<file path="src/rtl/memctl_refill_sender_pkg.sv">
// Shared types and constants for the memory-controller refill sender.
// Holds the cache geometry config (mpc_cfg_t), memory beat sizing and the refill FSM states.
// Ports: none (package).
package memctl_refill_sender_pkg;

  typedef struct packed {
    int unsigned nlineWidth;    // total line-id width {way, set}
    int unsigned setWidth;      // set index width (low bits of the line id)
    int unsigned wayIndexWidth; // way index width (high bits of the line id)
  } mpc_cfg_t;

  localparam int MemBeatW    = 32;
  localparam int RefillBeats = 4;
  localparam int LineW       = MemBeatW * RefillBeats;

  typedef enum logic [1:0] {
    IDLE,
    REQ,
    RECV,
    SEND
  } refill_state_t;

endpackage

</file>
<file path="src/rtl/memctl_miss_fifo.sv">
// In-order miss queue: Depth entries of dat_t, no bypass, no duplicate filtering.
// Latency: a pushed entry is visible at head_o the cycle after the push.
// Backpressure: full_o/empty_o are decoded from the occupancy register; push when full and pop when empty are dropped.
// Ports: clk, rst (sync, active-high), push_i/push_dat_i, pop_i, full_o, empty_o, head_o.
module memctl_miss_fifo #(
  parameter int  Depth = 4,
  parameter type dat_t = logic
) (
  input  logic clk,
  input  logic rst,
  input  logic push_i,
  input  dat_t push_dat_i,
  input  logic pop_i,
  output logic full_o,
  output logic empty_o,
  output dat_t head_o
);

  localparam int PtrW = $clog2(Depth);
  localparam logic [PtrW-1:0] PtrOne  = PtrW'(1);
  localparam logic [PtrW:0]   CntOne  = (PtrW+1)'(1);
  localparam logic [PtrW:0]   CntFull = (PtrW+1)'(Depth);

  dat_t            mem_q [Depth];
  logic [PtrW-1:0] wr_ptr_q, rd_ptr_q;
  logic [PtrW:0]   cnt_q;
  logic            push_ok, pop_ok;

  assign full_o  = (cnt_q == CntFull);
  assign empty_o = (cnt_q == '0);
  assign head_o  = mem_q[rd_ptr_q];
  assign push_ok = push_i & ~full_o;
  assign pop_ok  = pop_i & ~empty_o;

  always_ff @(posedge clk) begin
    if (rst) begin
      wr_ptr_q <= '0;
      rd_ptr_q <= '0;
      cnt_q    <= '0;
    end else begin
      if (push_ok) wr_ptr_q <= wr_ptr_q + PtrOne;
      if (pop_ok)  rd_ptr_q <= rd_ptr_q + PtrOne;
      if (push_ok && !pop_ok)      cnt_q <= cnt_q + CntOne;
      else if (!push_ok && pop_ok) cnt_q <= cnt_q - CntOne;
    end
  end

  // Storage needs no reset: occupancy alone decides what is valid.
  always_ff @(posedge clk) begin
    if (push_ok) mem_q[wr_ptr_q] <= push_dat_i;
  end

endmodule

</file>
<file path="src/rtl/memctl_refill_sender.sv">
// Refill sender: queues missed line ids, reads each line as 4x32b beats from memory, emits one 128b refill.
// Latency: miss accepted in T -> mem_req_valid in T+2; last beat in R -> memctl_refill_valid in R+1.
// Backpressure: miss_ready drops when the queue is full; valid outputs hold until their ready, one line in flight.
// Ports: miss_* (in), mem_req_* (out), mem_rsp_* (in, no backpressure), memctl_refill_* (out), busy.
module memctl_refill_sender
  import memctl_refill_sender_pkg::*;
#(
  parameter mpc_cfg_t Cfg          = '0,
  parameter type      nlineWidth_t = logic,
  parameter int       MissqDepth   = 4
) (
  input  logic                clk,
  input  logic                rst,
  input  logic                miss_valid,
  output logic                miss_ready,
  input  nlineWidth_t         miss_id,
  output logic                mem_req_valid,
  input  logic                mem_req_ready,
  output nlineWidth_t         mem_req_id,
  input  logic                mem_rsp_valid,
  input  logic [MemBeatW-1:0] mem_rsp_data,
  output logic                memctl_refill_valid,
  input  logic                memctl_refill_ready,
  output nlineWidth_t         memctl_refill_id,
  output logic [LineW-1:0]    memctl_refill_data,
  output logic                busy
);

  refill_state_t    state_q;
  nlineWidth_t      cur_id_q;
  logic [1:0]       beat_cnt_q;
  logic [LineW-1:0] line_q;
  logic             req_vld_q, refill_vld_q;

  logic        fifo_full, fifo_empty, fifo_pop;
  nlineWidth_t fifo_head;

  // Pop only from IDLE; a concurrent push still lands because the FIFO handles both.
  assign fifo_pop = (state_q == IDLE) && !fifo_empty;

  memctl_miss_fifo #(
    .Depth (MissqDepth),
    .dat_t (nlineWidth_t)
  ) u_missq (
    .clk        (clk),
    .rst        (rst),
    .push_i     (miss_valid),
    .push_dat_i (miss_id),
    .pop_i      (fifo_pop),
    .full_o     (fifo_full),
    .empty_o    (fifo_empty),
    .head_o     (fifo_head)
  );

  always_ff @(posedge clk) begin
    if (rst) begin
      state_q      <= IDLE;
      cur_id_q     <= '0;
      beat_cnt_q   <= '0;
      line_q       <= '0;
      req_vld_q    <= 1'b0;
      refill_vld_q <= 1'b0;
    end else begin
      unique case (state_q)
        IDLE: begin
          if (!fifo_empty) begin
            cur_id_q  <= fifo_head;
            req_vld_q <= 1'b1;
            state_q   <= REQ;
          end
        end
        REQ: begin
          if (mem_req_ready) begin
            req_vld_q  <= 1'b0;
            beat_cnt_q <= '0;
            state_q    <= RECV;
          end
        end
        RECV: begin
          // Beats may arrive with gaps; only cycles with mem_rsp_valid advance the count.
          if (mem_rsp_valid) begin
            line_q[int'(beat_cnt_q)*MemBeatW +: MemBeatW] <= mem_rsp_data;
            beat_cnt_q <= beat_cnt_q + 2'd1;
            if (beat_cnt_q == 2'd3) begin
              refill_vld_q <= 1'b1;
              state_q      <= SEND;
            end
          end
        end
        SEND: begin
          if (memctl_refill_ready) begin
            refill_vld_q <= 1'b0;
            state_q      <= IDLE;
          end
        end
        default: state_q <= IDLE;
      endcase
    end
  end

  // Valids and readies come straight from registers: no ready-to-valid combinational path.
  assign miss_ready          = !fifo_full;
  assign mem_req_valid       = req_vld_q;
  assign mem_req_id          = cur_id_q;
  assign memctl_refill_valid = refill_vld_q;
  assign memctl_refill_id    = cur_id_q;
  assign memctl_refill_data  = line_q;
  assign busy                = (state_q != IDLE) || !fifo_empty;

  // A response beat outside RECV has nowhere to go; it is dropped but reported.
  stray_rsp_a: assert property (@(posedge clk) disable iff (rst)
    !(mem_rsp_valid && (state_q != RECV)))
    else $warning("memctl_refill_sender: stray mem_rsp_valid outside RECV dropped");

  // When a geometry is supplied, the line-id type must match its width.
  cfg_width_a: assert property (@(posedge clk)
    (Cfg.nlineWidth == 0) || ($bits(nlineWidth_t) == int'(Cfg.nlineWidth)));

endmodule

</file>
<file path="config.mk">
export PLATFORM = sky130hd
export DESIGN_NAME = memctl_refill_sender
export DESIGN_NICKNAME = d
export VERILOG_FILES = /design/src/rtl/memctl_refill_sender_pkg.sv /design/src/rtl/memctl_miss_fifo.sv /design/src/rtl/memctl_refill_sender.sv
export SDC_FILE = /design/constraint.sdc
export NUM_CORES = 1
export LEC_CHECK = 0
export ABC_AREA = 1
export BUFFER_PORTS_ARGS = -buffer_cell sky130_fd_sc_hd__buf_2
export CAP_MARGIN = 10
export CORE_MARGIN = 5
export CORE_UTILIZATION = 35
export DETAILED_ROUTE_END_ITERATION = 7
export SYNTH_ARGS = -nofsm -noshare
export SYNTH_HDL_FRONTEND = slang
export SYNTH_HIERARCHICAL = 1
export SYNTH_SLANG_ARGS = --single-unit
export TNS_END_PERCENT = 30
</file>
<file path="constraint.sdc">
create_clock -name clk -period 2.1 [get_ports clk]
set_input_delay 0.42 -clock clk [delete_from_list [all_inputs] [get_ports clk]]
set_output_delay 0.42 -clock clk [all_outputs]
set_load 0.005 [all_outputs]
</file>
; ---- Word level (Yosys, flattened, before mapping)
; Memories as Yosys holds them, arrays and structs flattened. A register that Yosys moved wholly into a read port is not among the register bits.
; Cells that the tools add are included.
[word_totals]
n_memories = 1
ramBits = 4
in_bits = 39
regBits = 141
out_inout_bits = 134
elab_cells = 73
[op_classes]
n_bitwise = 4
n_reduce_logical = 21
n_addsub = 6
n_mux = 21
eq_ne = 10
n_shift = 2
[mem_list]
columns = name, depth, width, rd, rd_clocked_by_memory_dff, wr, line_no
row1 = u_missq.mem_q, 4, 1, 1, 1, 1, memctl_miss_fifo.sv:24  ; dat_t mem_q [Depth];
[ops]
columns = operator, count
row1 = bitwise mux 128 bit, 1
row2 = variable shift 32 x 33 -> 128 bit (first input constant), 1
row3 = indexed part select 32 x 33 -> 128 bit, 1
row4 = negator 7 -> 33 bit, 1
row5 = two-way mux 2 bit, 7
row6 = != test 2 bit (second input constant), 5
row7 = nonzero test 2 bit, 5
row8 = one-hot mux 2 bit (4 select lines), 1
row9 = two-way mux 1 bit, 7
row10 = adder 2 x 1 -> 2 bit (second input constant), 3
row11 = == test 2 bit (second input constant), 3
row12 = two-way mux 3 bit, 2
row13 = AND reduction 3 bit, 2
row14 = AND reduction 5 bit, 1
row15 = zero test 1 bit, 4
row16 = one-hot mux 1 bit (2 select lines), 2
row17 = one-hot mux 2 bit (2 select lines), 1
row18 = AND reduction 2 bit, 2
row19 = AND reduction 4 bit, 1
row20 = adder 3 x 1 -> 3 bit (second input constant), 1
row21 = == test 3 bit (second input constant), 1
row22 = logical AND 1 bit, 3
row23 = zero test 3 bit, 1
row24 = subtractor 3 x 1 -> 3 bit (second input constant), 1
row25 = other kinds (5), 7

; ---- Longest topological paths before layout
[depth]
ltp_word = 7
depth_mapped = 14
ltp_nobuf = 14

; ---- Modules after synthesis
; The synthesis kept the hierarchy.
[by_module_without_submodules]
columns = module, area_per_inst_um2, cells_each, instances, seq_area_each_um2
row1 = memctl_refill_sender, 5441.5, 719, 1, 2702.6
row2 = memctl_miss_fifo, 659.4, 80, 1, 300.3

; ---- Least setup slack after synthesis
; OpenSTA, ideal clock, no wires.
[synth_timing]
path_kind = register -> register
startpoint = register state_q[0]
endpoint = register u_missq.cnt_q[1]
path_slack_ps = 182
setup_time_ps = 116
stages_incl_launch_ff = 11
arrival_time_ps = 1802
required_time_ps = 1984
period_less_slack_ps = 1918
n_path_buf = 0
path_cell_list = dfxtp_1 -> inv_1 -> ha_1 -> inv_1 -> nor2_1 -> nand2_2 -> ha_1 -> inv_1 -> fa_1 -> o21ai_0 -> nor2_1
[synth_via]
elab_chain_cells = 6
word_cells_on_any_way = 8
classes_between = mux: 1 / bitwise: 1 / reduce/logical: 6
[synth_rtl]
columns = item, line_no
row1 = "start, declared", memctl_refill_sender.sv:29  ; refill_state_t state_q;
row2 = "start signal, assigned", memctl_refill_sender.sv:57  ; state_q <= IDLE;
row3 = "start signal, assigned", memctl_refill_sender.sv:69  ; state_q <= REQ;
row4 = "start signal, assigned", memctl_refill_sender.sv:76  ; state_q <= RECV;
row5 = zero test 2 bit (*), memctl_refill_sender.sv:39  ; assign fifo_pop = (state_q == IDLE) && !fifo_empty;
row6 = logical AND 1 bit (*), memctl_refill_sender.sv:39
row7 = named net fifo_pop, memctl_refill_sender.sv:35  ; logic fifo_full, fifo_empty, fifo_pop;
row8 = AND 1 bit (*), memctl_miss_fifo.sv:33  ; assign pop_ok = pop_i & ~empty_o;
row9 = zero test 1 bit, memctl_miss_fifo.sv:43  ; if (push_ok && !pop_ok) cnt_q <= cnt_q + CntOne;
row10 = logical AND 1 bit, memctl_miss_fifo.sv:43
row11 = two-way mux 3 bit or nonzero test 2 bit (tied branches), -
row12 = "end signal, assigned", memctl_miss_fifo.sv:43
row13 = "end signal, assigned", memctl_miss_fifo.sv:44  ; else if (!push_ok && pop_ok) cnt_q <= cnt_q - CntOne;
row14 = "end, declared", memctl_miss_fifo.sv:26  ; logic [PtrW:0] cnt_q;
; Mark *: on every way through the listed nets, which the timed path passes. The rest lies on a longest branch.
; A chain may end at the register's enable or synchronous reset.

; ---- Final worst setup path
[layout_timing]
startpoint = register state_q[1]
endpoint = register u_missq.cnt_q[1]
; The elaborated chain is that of the path after synthesis.

==> flow_metrics.py <==
metrics = {
    "timing": {
        "finalSetupViolCount": 0,
        "relSlewSlack": 0.631,
        "drv_slew": 0,
        "finalCriticalPeriod_ns": 1.92,
        "finalSetupTns_ns": 0,
        "setup_ws_ns": 0.175,
        "fin_crit_sh": 0.917,
        "finalHoldViolCount": 0,
        "rsz0062_at_grt": "false",
        "finClkSkew_ns": 0.0106,
        "max_slew.worst_pin.slew_ns": 0.553,
        "clock.fmax_ghz": 0.520,
    },
    "clock_network": {
        "clk_path_buf_depth": 2,
        "cts_buffers": 17,
        "cts_tree": "built",
        "cts_num_sinks": 148,
        "cts_root_buf": "clkbuf_16",
        "insertion_delay_ns": 0.42,
        "holdBufCountCts": 0,
        "clk_pin_slew_ns": 0.06,
        "htree_levels": 4,
    },
    "global_route": {
        "grt_max_degree": 55,
        "grt_pass1_vias": 5345,
        "grt_antenna_before_repair": 2,
        "grt_remaining_overflow": 0,
        "grt_util_all_layers": 0.189,
        "grt_pass1_wl_um": 30000,
    },
    "critical_path": {
        "cp.buffers_inverters": 3,
        "cp_slowest_cell": "fa_1",
        "critical-path-top-delay-family": "adder cells",
        "cp.required_ns": 2.41,
        "reg2reg_depth": 10,
        "cp_data_arrival_time_ns": 2.24,
        "timing.rr.start": "state_q[1]",
        "cpPeakStageDelay_ns": 0.40,
        "endpoint_kind": "flip-flop",
        "crit_cells": 10,
        "worst_path_most_repeated_cell": "inv_1",
        "start_kind": "flip-flop",
        "crit_type": "reg -> reg",
        "r2r_end": "u_missq/cnt_q[1]",
        "cp_max_fo": 4,
        "worstPathCellList": "inv_1 > ha_2 > inv_1 > nor2_1 > nand2_2 > ha_1 > inv_1 > fa_1 > o21ai_0 > nor2_1",
        "reg2reg_slack_ns": 0.18,
    },
    "drt": {
        "drcViolationCount": 0,
        "wire_per_inst_um": 16.0,
        "first_pass_iters": 4,
        "viasPerCell": 4.70,
        "num_vias": 5622,
        "drt.antenna.violating_nets": 0,
        "wirelength_um": 19100,
        "drtIter0Drc": 418,
    },
    "yosys": {
        "synth_warnings": 6,
        "synth_common_cells": "183 x nand2_1, 144 x dfxtp_1, 134 x a21oi_1, 69 x nand3_1, 67 x o21ai_0",
        "synth_seq_cells": 148,
        "synth_top_flop_cell": "dfxtp_1",
        "synth-edff-count": 4,
        "synth.top_cell.area_share": 0.473,
        "async_reset_ff_frac": 0,
        "postSynthCellCount": 799,
        "synth_most_common_cell": "nand2_1",
        "netlist_area_um2": 6100,
        "netlist_top_cells_area": "dfxtp_1 47%, nand2_1 11%, a21oi_1 11%",
        "synth_nets": 853,
        "yosysTopAreaCell": "dfxtp_1",
        "ys_types": 26,
        "avgSynthCellArea_um2": 7.64,
        "synth_seq_area_share": 0.492,
    },
    "min_path": {
        "worstHoldStart": "miss_id",
        "hold_path_end": "u_missq/mem_q[0]",
        "hold_path_class": "in -> reg",
        "hold_depth": 1,
    },
    "power": {
        "power.density_nw_per_um2": 1180,
        "peakVddDrop_mv": 0.578,
        "p_leak_nw": 3.67,
    },
    "placed_design": {
        "place_ws_ns": 0.162,
        "dpl.cell_count": 1162,
        "dp_hpwl_um": 13400,
        "port_buffers": 172,
        "gp_congestion": 0.834,
    },
    "finish": {
        "seqCellArea_um2": 3010,
        "drive_gt1_frac": 0.252,
        "fill_cells": 1762,
        "fin_util": 0.453,
        "synthToLayoutAreaGrowth_pct": 27.5,
        "multi_input_area_um2": 2590,
        "layout.cells.non_filler": 1196,
        "nets": 1010,
    },
    "floorplan": {
        "start_util": 0.355,
        "io_pins": 173,
        "die_area_um2": 20200,
        "die_w_um": 142,
        "fp-row-count": 48,
        "placeableCoreArea_um2": 17200,
        "die_h_um": 142,
    },
    "run": {
        "drv_cap": 0,
    },
    "run_status": {
        "status": "completed",
    },
}
[worst max path at each step]
stage,startpoint,end,slack [ns]
final,state_q[1],u_missq/cnt_q[1],0.18
after global routing,u_missq/cnt_q[0],u_missq/cnt_q[2],0.01
after CTS,state_q[0],u_missq/cnt_q[2],0.14
after detailed placement,state_q[0],u_missq/cnt_q[2],0.16
after floorplan,state_q[0],u_missq/cnt_q[1],0.18
after global placement,state_q[0],u_missq/cnt_q[2],0.21
[kinds of logic (layout without fill, tap and decap cells)]
family,count (synthesis),after routing,share of synthesized area
other cells,0,2,0
fa+ha+maj,15,15,0.0320
compound gates,203,203,0.167
simple gates,312,312,0.223
buf+inv,120,290,0.0845
xor+xnor,1,1,0.00144
flops,148,148,0.492
[state kept, by name (all words and copies together) (netlist names), named ones only]
register and count:
u_missq/rd_ptr_q 2, u_missq/cnt_q 3, beat_cnt_q 2, mem_req_valid 1, memctl_refill_data 128, u_missq/wr_ptr_q 2, state_q 2, mem_req_id 1
memctl_refill_valid 1, u_missq/mem_q 4
[power by group]
group          leakage, nW  internal (mW)  switching [mW]
clock                0.276           1.77            1.22
combinational         2.19          0.951            1.93
sequential            1.20           3.10           0.171
total                 3.67           5.83            3.32
[placed cells by master (no fill, tap or decap), drive strengths merged]
cell      count
ha           14
nor3          1
fa            1
nor2         50
clkinvlp      3
diode         2
nand2       191
dfxtp       144
buf         191
bufinv        1
edfxtp        4
a21oi       134
a31oi         1
nand3        69
clkbuf       23
nand3b        1
o21ai        67
clkinv        4
a32oi         1
xor2          1
inv          68
[what timing repair did]
item                                    CTS  global route
endpoints found under the setup margin    0             2
setup buffers                             0             0
gates resized for setup                   0             7
[metal layers]
layer,GRT usage,share of wire
met1,0.275,0.49
met2,0.269,0.43
met3,0.0454,0.057
met4,0.0707,0.019
met5,0,0
[area by class of cell]
cell class,count,share of cell area
clock buffers,23,0.0629
flip-flops and latches,148,0.387
inverters,67,0.0323
diodes,2,0.000644
multi-input cells,531,0.333
repair buffers,191,0.135
well taps,225,0.0362
clock inverters,9,0.0119
[metrics by stage]
stage	hold WS (ns)	total power [mW]	area, um^2
final	0.211	9.15	7780
after global routing	0.200	9.73	7780
after CTS	0.192	9.20	7760
after detailed placement	0.454	6.18	7180
after global placement	0.451	6.19	7180
after floorplan	0.459	5.16	6100
Power figures use the tool's default switching activity.
